`src/rtl/decoder_pkg.sv`:
```
// Shared types and the one-hot decode rule for decoder_nx2n_pipe.
// Words are built at the widest legal size (2^8) and sliced by the user.
package decoder_pkg;

  localparam int ERR_CNT_W = 8;
  localparam int MAX_OUT   = 256;

  typedef struct packed {
    logic [MAX_OUT-1:0] word;
    logic               err;
  } dec_entry_t;

  // Bits at or above width are don't-care for the caller.
  function automatic dec_entry_t onehot_decode(input logic [7:0] sel,
                                               input logic       enable,
                                               input int         width,
                                               input logic       act_high);
    dec_entry_t e;
    e.word = '0;
    e.err  = 1'b0;
    if (enable) begin
      if (int'(sel) < width) e.word[sel] = 1'b1;
      else                   e.err       = 1'b1;
    end
    if (!act_high) e.word = ~e.word;
    return e;
  endfunction

endpackage

```
`src/rtl/dec_skid_buf.sv`:
```
// Two-entry valid/ready skid buffer; in_ready is registered so it never
// depends combinationally on out_ready.
module dec_skid_buf #(
  parameter int                DATA_W     = 8,
  parameter logic [DATA_W-1:0] RESET_DATA = '0
) (
  input  logic              clk,
  input  logic              rst_n,
  input  logic              in_valid,
  output logic              in_ready,
  input  logic [DATA_W-1:0] in_data,
  output logic              out_valid,
  input  logic              out_ready,
  output logic [DATA_W-1:0] out_data
);

  logic [1:0]        count;
  logic [1:0]        count_next;
  logic [DATA_W-1:0] main_reg;
  logic [DATA_W-1:0] skid_reg;
  logic              push;
  logic              pop;

  assign push      = in_valid && in_ready;
  assign pop       = out_valid && out_ready;
  assign out_valid = (count != 2'd0);
  assign out_data  = main_reg;

  always_comb begin
    count_next = count + {1'b0, push} - {1'b0, pop};
  end

  // Main always feeds the output; skid only fills when main is held.
  always_ff @(posedge clk) begin
    if (!rst_n) begin
      count    <= 2'd0;
      in_ready <= 1'b0;
      main_reg <= RESET_DATA;
      skid_reg <= RESET_DATA;
    end else begin
      count    <= count_next;
      in_ready <= (count_next < 2'd2);
      if (pop && count == 2'd2) begin
        main_reg <= skid_reg;
      end else if (push && (count == 2'd0 || (count == 2'd1 && pop))) begin
        main_reg <= in_data;
      end
      if (push && count == 2'd1 && !pop) begin
        skid_reg <= in_data;
      end
    end
  end

endmodule

```
`src/rtl/decoder_nx2n_pipe.sv`:
```
// Pipelined N-to-2^N one-hot decoder with valid/ready skid buffering.
// Optional error flag/counter ports enabled by DECODER_ERR_CNT_EN.
module decoder_nx2n_pipe
  import decoder_pkg::*;
#(
  parameter int SEL_W    = 3,
  parameter int NUM_OUT  = 8,
  parameter bit ACT_HIGH = 1'b1
) (
  input  logic               clk,
  input  logic               rst_n,
  input  logic               in_valid,
  output logic               in_ready,
  input  logic [SEL_W-1:0]   in_sel,
  input  logic               in_en,
  output logic               out_valid,
  input  logic               out_ready,
  output logic [NUM_OUT-1:0] out_onehot
`ifdef DECODER_ERR_CNT_EN
  ,
  output logic                 out_err,
  output logic [ERR_CNT_W-1:0] err_cnt
`endif
);

  localparam logic [NUM_OUT-1:0] IDLE_WORD = ACT_HIGH ? '0 : '1;

  logic [7:0] sel_ext;
  dec_entry_t dec;

  assign sel_ext = 8'(in_sel);
  assign dec     = onehot_decode(sel_ext, in_en, NUM_OUT, ACT_HIGH);

  if (NUM_OUT < MAX_OUT) begin : g_pad
    logic unused_pad;
    assign unused_pad = ^dec.word[MAX_OUT-1:NUM_OUT];
  end

`ifdef DECODER_ERR_CNT_EN
  localparam int DATA_W = NUM_OUT + 1;

  logic [DATA_W-1:0] buf_in;
  logic [DATA_W-1:0] buf_out;

  assign buf_in                = {dec.word[NUM_OUT-1:0], dec.err};
  assign {out_onehot, out_err} = buf_out;

  // Counts accepted out-of-range codes, sticking at all-ones.
  always_ff @(posedge clk) begin
    if (!rst_n) begin
      err_cnt <= '0;
    end else if (in_valid && in_ready && dec.err && err_cnt != '1) begin
      err_cnt <= err_cnt + ERR_CNT_W'(1);
    end
  end

  dec_skid_buf #(
    .DATA_W     (DATA_W),
    .RESET_DATA ({IDLE_WORD, 1'b0})
  ) u_buf (
    .clk       (clk),
    .rst_n     (rst_n),
    .in_valid  (in_valid),
    .in_ready  (in_ready),
    .in_data   (buf_in),
    .out_valid (out_valid),
    .out_ready (out_ready),
    .out_data  (buf_out)
  );
`else
  logic unused_err;
  assign unused_err = dec.err;

  dec_skid_buf #(
    .DATA_W     (NUM_OUT),
    .RESET_DATA (IDLE_WORD)
  ) u_buf (
    .clk       (clk),
    .rst_n     (rst_n),
    .in_valid  (in_valid),
    .in_ready  (in_ready),
    .in_data   (dec.word[NUM_OUT-1:0]),
    .out_valid (out_valid),
    .out_ready (out_ready),
    .out_data  (out_onehot)
  );
`endif

endmodule

```
`config.mk`:
```
export PLATFORM = sky130hd
export DESIGN_NAME = decoder_nx2n_pipe
export DESIGN_NICKNAME = d
export VERILOG_FILES = /design/src/rtl/decoder_pkg.sv /design/src/rtl/dec_skid_buf.sv /design/src/rtl/decoder_nx2n_pipe.sv
export SDC_FILE = /design/constraint.sdc
export NUM_CORES = 1
export LEC_CHECK = 0
export ABC_AREA = 1
export CAP_MARGIN = 20
export CORE_MARGIN = 2
export CORE_UTILIZATION = 30
export DETAILED_ROUTE_END_ITERATION = 8
export PLACE_DENSITY = 0.55
export SKIP_CTS_REPAIR_TIMING = 1
export SYNTH_ARGS = -nofsm -noshare
export SYNTH_HDL_FRONTEND = slang
export SYNTH_HIERARCHICAL = 1
export SYNTH_SLANG_ARGS = --single-unit
```
`constraint.sdc`:
```
create_clock -name clk -period 2.3 [get_ports clk]
set_clock_uncertainty 0.2 [all_clocks]
set_input_delay 0.46 -clock clk [delete_from_list [all_inputs] [get_ports clk]]
set_output_delay 0.46 -clock clk [all_outputs]
set_load 0.01 [all_outputs]
```
After elaboration in Yosys (flattened, before gate mapping)
Cells that the tools add are included.

Equal/unequal tests: 2. Magnitude comparators: 4. Mux-type cells: 7. Reduce and logical (&&, ||, !) cells: 13. Add/sub/neg operators: 2.

Operator list (number): two-way mux 8 bit (3); < comparator 3 x 9 -> 1 bit, second input constant (1); two-way mux 9 bit (1); logical AND 1 bit (8); < comparator 3 x 4 -> 1 bit, second input constant (1); nonzero test 2 bit (2); demux 1 bit (select 3 bit) (1); >= comparator 3 x 1 -> 1 bit, second input constant (1); adder 2 x 1 -> 2 bit (1); == test 2 x 1 -> 1 bit, second input constant (1); == test 2 bit, second input constant (1); zero test 2 bit (1); < comparator 2 bit, second input constant (1); two-way mux 1 bit (2); subtractor 2 x 1 -> 2 bit (1); zero test 1 bit (1); logical OR 1 bit (1).

Flip-flop bits (word level): 19. Logic and storage cells: 32. Input bits: 8.

Depth between registers and ports, before layout
Gate-level depths: netlist of the first run.

Depth in word-level cells: 8. Gate-level depth with buffers: 11. Mapped depth without buffers: 10.

Hierarchy
Netlist of the first run, hierarchy kept.

Modules (own cells, without submodules): dec_skid_buf (times used 1, cells an instance 142, area each 944.7 µm², sequential area each 380.4 µm²); decoder_nx2n_pipe (times used 1, cells an instance 17, area each 63.8 µm², sequential area each 0.0 µm²).

Worst setup path before layout of the first run
OpenSTA, ideal clock, no wires.

Path kind: register -> register. Start: register u_buf.count[0]. End: register u_buf.in_ready. Arrival time: 1530 ps. Clock period less this slack: 1848 ps. Setup slack: 452 ps. Stages on the path, launching flop included: 12. Cells stage by stage: dfxtp_1 inv_1 buf_2 nand2_1 nand3_1 inv_1 or2_1 ha_1 xor2_1 nand2_1 nand2_1 nor2_1.

Word-level cells in the longest chain between the ends: 4. Elaborated cells between the ends (all ways): 5. Classes of those cells: 2 x add/sub; 1 x order compare; 2 x reduce/logical.

Ends and longest elaborated chain: start, declared (line dec_skid_buf.sv:17) `logic [1:0] count;`; start signal, assigned (line dec_skid_buf.sv:41) `count <= count_next;`; nonzero test 2 bit (line dec_skid_buf.sv:26) `assign out_valid = (count != 2'd0);`; net out_valid (line decoder_nx2n_pipe.sv:16) `output logic out_valid,`; logical AND 1 bit (line dec_skid_buf.sv:25) `assign pop = out_valid && out_ready;`; subtractor 2 x 1 -> 2 bit (line dec_skid_buf.sv:30) `count_next = count + {1'b0, push} - {1'b0, pop};`; < comparator 2 bit (line dec_skid_buf.sv:42) `in_ready <= (count_next < 2'd2);`; end signal, assigned (line dec_skid_buf.sv:42); end, declared (line dec_skid_buf.sv:10) `output logic in_ready,`.

The timed path passes the listed nets, and every way through them passes these cells. A chain may end at the register's enable or synchronous reset.

Final worst setup path of the first run
Start: register u_buf.count[0]. End: output out_valid.

Word-level cells in the longest chain between the ends: 1.

Ends and longest elaborated chain (line): nonzero test 2 bit (dec_skid_buf.sv:26); end, declared (decoder_nx2n_pipe.sv:16).

No other way between the ends.

==> results of run 1 <==
## where the power goes
part           total [mW]  leakage, nW  internal [mW]  switching [mW]
sequential          0.456        0.155          0.415          0.0410
clock               0.169       0.0150         0.0674           0.101
combinational       0.713        0.409          0.320           0.393
total                1.34        0.579          0.802           0.536
## cell families after synthesis
| logic type | count (synthesis) | synth area share, % |
|---|---|---|
| compound gates | 11 | 5.83 |
| xor+xnor | 2 | 1.74 |
| fa+ha+maj | 1 | 1.24 |
| buf+inv | 24 | 10.0 |
| flops | 19 | 37.7 |
| simple gates | 102 | 43.4 |
## worst reg2reg max path, delay by kind of cell, from the launching register on
family,cells,cell delay [ns]
compound gates,1,0.15
flops,1,0.35
xor+xnor,1,0.16
simple gates,4,0.52
fa+ha+maj,1,0.22
buf+inv,2,0.15
## layout make-up
cell class	instances	area, µm²
sequential	19	380
multi-input combinational	116	527
tap	46	57.6
clock buffer	4	26.3
timing repair buffer	22	208
inverter	18	67.6
fill	380	2020
## synth_stat cells
| library cell | n | share of area, % |
|---|---|---|
| nor2_2 | 1 | 0.62 |
| a21oi_2 | 1 | 0.87 |
| xnor2_1 | 1 | 0.87 |
| nand3_2 | 1 | 0.99 |
| nand2_1 | 47 | 17 |
| a21oi_1 | 10 | 5.0 |
| inv_1 | 15 | 5.6 |
| nor2_1 | 26 | 9.7 |
| buf_2 | 3 | 1.5 |
| clkinv_1 | 1 | 0.37 |
| xor2_1 | 1 | 0.87 |
| nand3_1 | 17 | 8.4 |
| dfxtp_1 | 19 | 38 |
| clkbuf_1 | 1 | 0.37 |
| buf_4 | 2 | 1.5 |
| nand2_2 | 1 | 0.62 |
| inv_2 | 2 | 0.74 |
| nand4_1 | 8 | 5.0 |
| ha_1 | 1 | 1.2 |
| or2_1 | 1 | 0.62 |
## routing by layer
layer	global-route usage [%]	wire, µm
met1	17.4	1090
met2	21.9	1110
met3	2.48	80
met4	5.47	27
met5	0	0
## worst paths after layout
kind / slack (ns) / endpoint / depth (start not counted) / start
setup / recovery: 0.25 / out_valid / 3 / u_buf/count[0]
setup reg to reg: 0.49 / u_buf/count[1] / 9 / u_buf/count[0]
hold reg to reg: 0.28 / u_buf/skid_reg[0] / 2 / u_buf/skid_reg[0]
hold / removal: 0.28 / u_buf/skid_reg[0] / 2 / u_buf/skid_reg[0]
## stage by stage
stage	std cells	util, %	total power, mW	TNS, ns
floorplan	159	-	0.916	0
global placement	221	37.8	1.17	0
detailed placement	221	37.8	1.18	-0.0252
CTS	225	38.6	1.36	0
global route	225	38.6	1.47	0
finish	225	38.6	1.34	0
==> flow_summary.json, run 1 <==
{
  "slew_viol_final": 0,
  "worstMarginPinSlew_ns": 0.306,
  "max_freq_ghz": 0.488,
  "cpPeakStageDelay_ns": 0.54,
  "drive_above_1_share_pct": 7.82,
  "fin_crit_sh_pct": 89.0,
  "status": "finished, final reports clean",
  "fin_ws_ns": 0.253,
  "first_pass_iters": 4,
  "leakagePower_nw": 0.579,
  "hold_class": "flop to flop",
  "clk_pin_slew_ns": 0.11,
  "netlist_instances": 159,
  "rsz0062_at_grt": "false",
  "place_area_mm2": 0.00124,
  "design_area_mm2": 0.00127,
  "grt_first_pass_wirelength_um": 3910,
  "vdd_ir_drop_max_mv": 0.189,
  "cp.arrival_ns": 1.39,
  "die_width_um": 62.0,
  "worstSkewPairLatency_ns": 0.29,
  "root_buffer": "clkbuf_4",
  "drt-initial-drc-count": 51,
  "syn-num-nets": 168,
  "numCtsBuffers": 3,
  "grt_pass1_vias": 875,
  "crit_slowest_cell": "clkdlybuf4s50_1",
  "dp_hpwl_um": 1810,
  "holdWs_ns": 0.281,
  "final-setup-viol-count": 0,
  "layout.nets": 189,
  "ys_seq_elements": 19,
  "final_common_cell": "nand2_1",
  "die_y_um": 62.0,
  "ctsLongestPathBuffers": 2,
  "crit_fanout": 3,
  "power_density_mw_per_mm2": 1060,
  "drc": 0,
  "start_util_pct": 30.7,
  "period_needed_ns": 2.05,
  "crit_chain": "inv_1 -> nand2_1 -> clkdlybuf4s50_1",
  "cts_tree": "built",
  "yosysSeqAreaShare_pct": 37.7,
  "core_area_mm2": 0.00328,
  "syn_area_per_cell_um2": 6.34,
  "wire_per_inst_um": 10.2,
  "vias": 1004,
  "cts_max_level": 1,
  "rows": 21,
  "synthToLayoutAreaGrowth_pct": 25.6,
  "dieArea_mm2": 0.00384,
  "crit_required_ns": 1.64,
  "via_per_inst": 4.46,
  "routed_wl_um": 2300,
  "ant_nets": 0,
  "max_cap_viol_count": 0,
  "cp_num_buf_inv": 2,
  "layout_common_cells": "nand2_1, nor2_1, dfxtp_1, clkdlybuf4s50_1, nand3_1",
  "criticalPathCategory": "flop to output port",
  "grt_overflow": 0,
  "crit_path_start_kind": "flop",
  "crit_path_end_kind": "output port",
  "hold_viol": 0,
  "crit_family": "buffers and inverters",
  "antenna_cells": 0,
  "grt.total_usage_pct": 13.4,
  "yosys.cell_types.count": 20,
  "io_buffer_count": 17,
  "synth_area_mm2": 0.00101,
  "clkSinkCount": 19,
  "relSlewSlack_pct": 79.5,
  "antenna_found_initial": 0,
  "ys_warn_count": 6,
  "grt_start_max_net_pins": 17,
  "gp_congestion": 0.805,
  "dpl_worst_slack_ns": -0.0173,
  "ios": 18
}
No activity file was read; power rests on OpenSTA's default activity.
==> inputs of run 2 (changes only) <==
- CORE_ASPECT_RATIO: unset -> 0.7
- GPL_ROUTABILITY_DRIVEN: unset -> 0
==> run 2 against run 1 <==
  * Die area up 0.19%
  * Via count rose by 2.9%
  * Register-to-register slack worse by 0.22 ns
  * Maximum frequency decreased by 6.0%
  * Combinational power barely moved
  * Sequential power hardly changed
  * Clock power up 39%
  * Worst hold slack got worse by 0.012 ns
  * Global-route usage up 0.45 points
  * Critical path type unchanged
  * Largest cell class unchanged
  * Largest power group unchanged
==> flow_summary.json, run 2 (synthesis gave the netlist of run 1 again) <==
{
  "dieArea_mm2": 0.00385,
  "crit_required_ns": 1.64,
  "cts_tree": "built",
  "leakagePower_nw": 0.587,
  "placed_cells_incl_taps": 213,
  "relSlewSlack_pct": 75.3,
  "grt_start_max_net_pins": 17,
  "crit_fanout": 11,
  "hold_viol": 0,
  "first_pass_iters": 4,
  "max_freq_ghz": 0.459,
  "die_width_um": 73.3,
  "start_util_pct": 31.6,
  "clk_pin_slew_ns": 0.07,
  "period_needed_ns": 2.18,
  "crit_family": "buffers and inverters",
  "crit_chain": "inv_1 -> nand2_1 -> clkdlybuf4s50_1",
  "grt_first_pass_wirelength_um": 3930,
  "worstMarginPinSlew_ns": 0.371,
  "grt.total_usage_pct": 13.9,
  "antenna_cells": 0,
  "numCtsBuffers": 3,
  "worstSkewPairLatency_ns": 0.26,
  "drive_above_1_share_pct": 7.82,
  "via_per_inst": 4.76,
  "root_buffer": "clkbuf_8",
  "finalNonFillerCells": 217,
  "crit_slowest_cell": "clkdlybuf4s50_1",
  "routed_wl_um": 2350,
  "dp_hpwl_um": 1740,
  "dpl_worst_slack_ns": 0.00206,
  "cp_num_buf_inv": 2,
  "vdd_ir_drop_max_mv": 0.286,
  "rsz0062_at_grt": "false",
  "antenna_found_initial": 0,
  "fillerInstances": 341,
  "busiest_layer": "met2",
  "final_common_cell": "nand2_1",
  "die_y_um": 52.5,
  "fin_ws_ns": 0.122,
  "power_mw": 1.41,
  "layout.nets": 189,
  "clkSinkCount": 19,
  "hold_class": "flop to flop",
  "grt_pass1_vias": 872,
  "ant_nets": 0,
  "crit_path_end_kind": "output port",
  "grt_overflow": 0,
  "rows": 17,
  "slew_viol_final": 0,
  "vias": 1033,
  "met2_usage_pct": 19.7,
  "criticalPathCategory": "flop to output port",
  "crit_path_start_kind": "flop",
  "power_density_mw_per_mm2": 1100,
  "final-setup-viol-count": 0,
  "drt-initial-drc-count": 59,
  "wire_per_inst_um": 10.8,
  "holdWs_ns": 0.269,
  "status": "finished, final reports clean",
  "io_buffer_count": 17,
  "use_met1_pct": 19.2,
  "cts_max_level": 1,
  "cpPeakStageDelay_ns": 0.51,
  "ios": 18,
  "tns_ns": 0,
  "layout_common_cells": "nand2_1, nor2_1, dfxtp_1, clkdlybuf4s50_1, nand3_1",
  "max_cap_viol_count": 0,
  "ctsLongestPathBuffers": 2,
  "drc": 0,
  "fin_crit_sh_pct": 94.7,
  "met3_usage_pct": 4.62,
  "synthToLayoutAreaGrowth_pct": 26.4,
  "core_area_mm2": 0.00319,
  "cp.arrival_ns": 1.52
}
==> run 2: cell counts in the layout (fill, tap and decap cells not counted) <==
Identical to the previous run, type by type.
==> run 2: tightest hold or removal path: stages (launching register included) <==
cell and delay [ns]:
dfxtp_1 0.31, nand2_1 0.06, a21oi_1 0.05
==> run 2: area by class of cell <==
type / instances / area (µm²) / share of cell area, %
inverter: 18 / 67.6 / 5.30
timing repair buffer: 22 / 208 / 16.3
sequential: 19 / 380 / 29.8
multi-input combinational: 116 / 527 / 41.3
clock buffer: 4 / 45.0 / 3.53
tap: 38 / 47.5 / 3.73
==> run 2: routing by layer <==
metal,part of all wire [%],up-vias
li1,-,547
met2,42,22
met5,0,-
met4,0.72,0
met1,53,462
met3,4.6,2
==> run 2: worst paths after layout <==
path	start	endpoint	slack (ns)	depth (start not counted)
hold / removal	u_buf/skid_reg[4]	u_buf/skid_reg[4]	0.27	2
setup / recovery	u_buf/count[0]	out_valid	0.12	3
hold reg to reg	u_buf/skid_reg[4]	u_buf/skid_reg[4]	0.27	2
setup reg to reg	u_buf/count[0]	u_buf/count[1]	0.27	9
==> run 2: report_power, final <==
group | leakage (nW) | internal, mW | total, mW | switching (mW)
sequential | 0.155 | 0.416 | 0.459 | 0.0438
combinational | 0.410 | 0.314 | 0.711 | 0.398
clock | 0.0228 | 0.123 | 0.235 | 0.112
==> run 2: metrics by stage <==
step / utilization, % / cell area (µm²)
finish: 40.0 / 1270
global route: 40.0 / 1270
CTS: 40.0 / 1270
detailed placement: 38.5 / 1230
global placement: 38.5 / 1230
floorplan: - / 1010
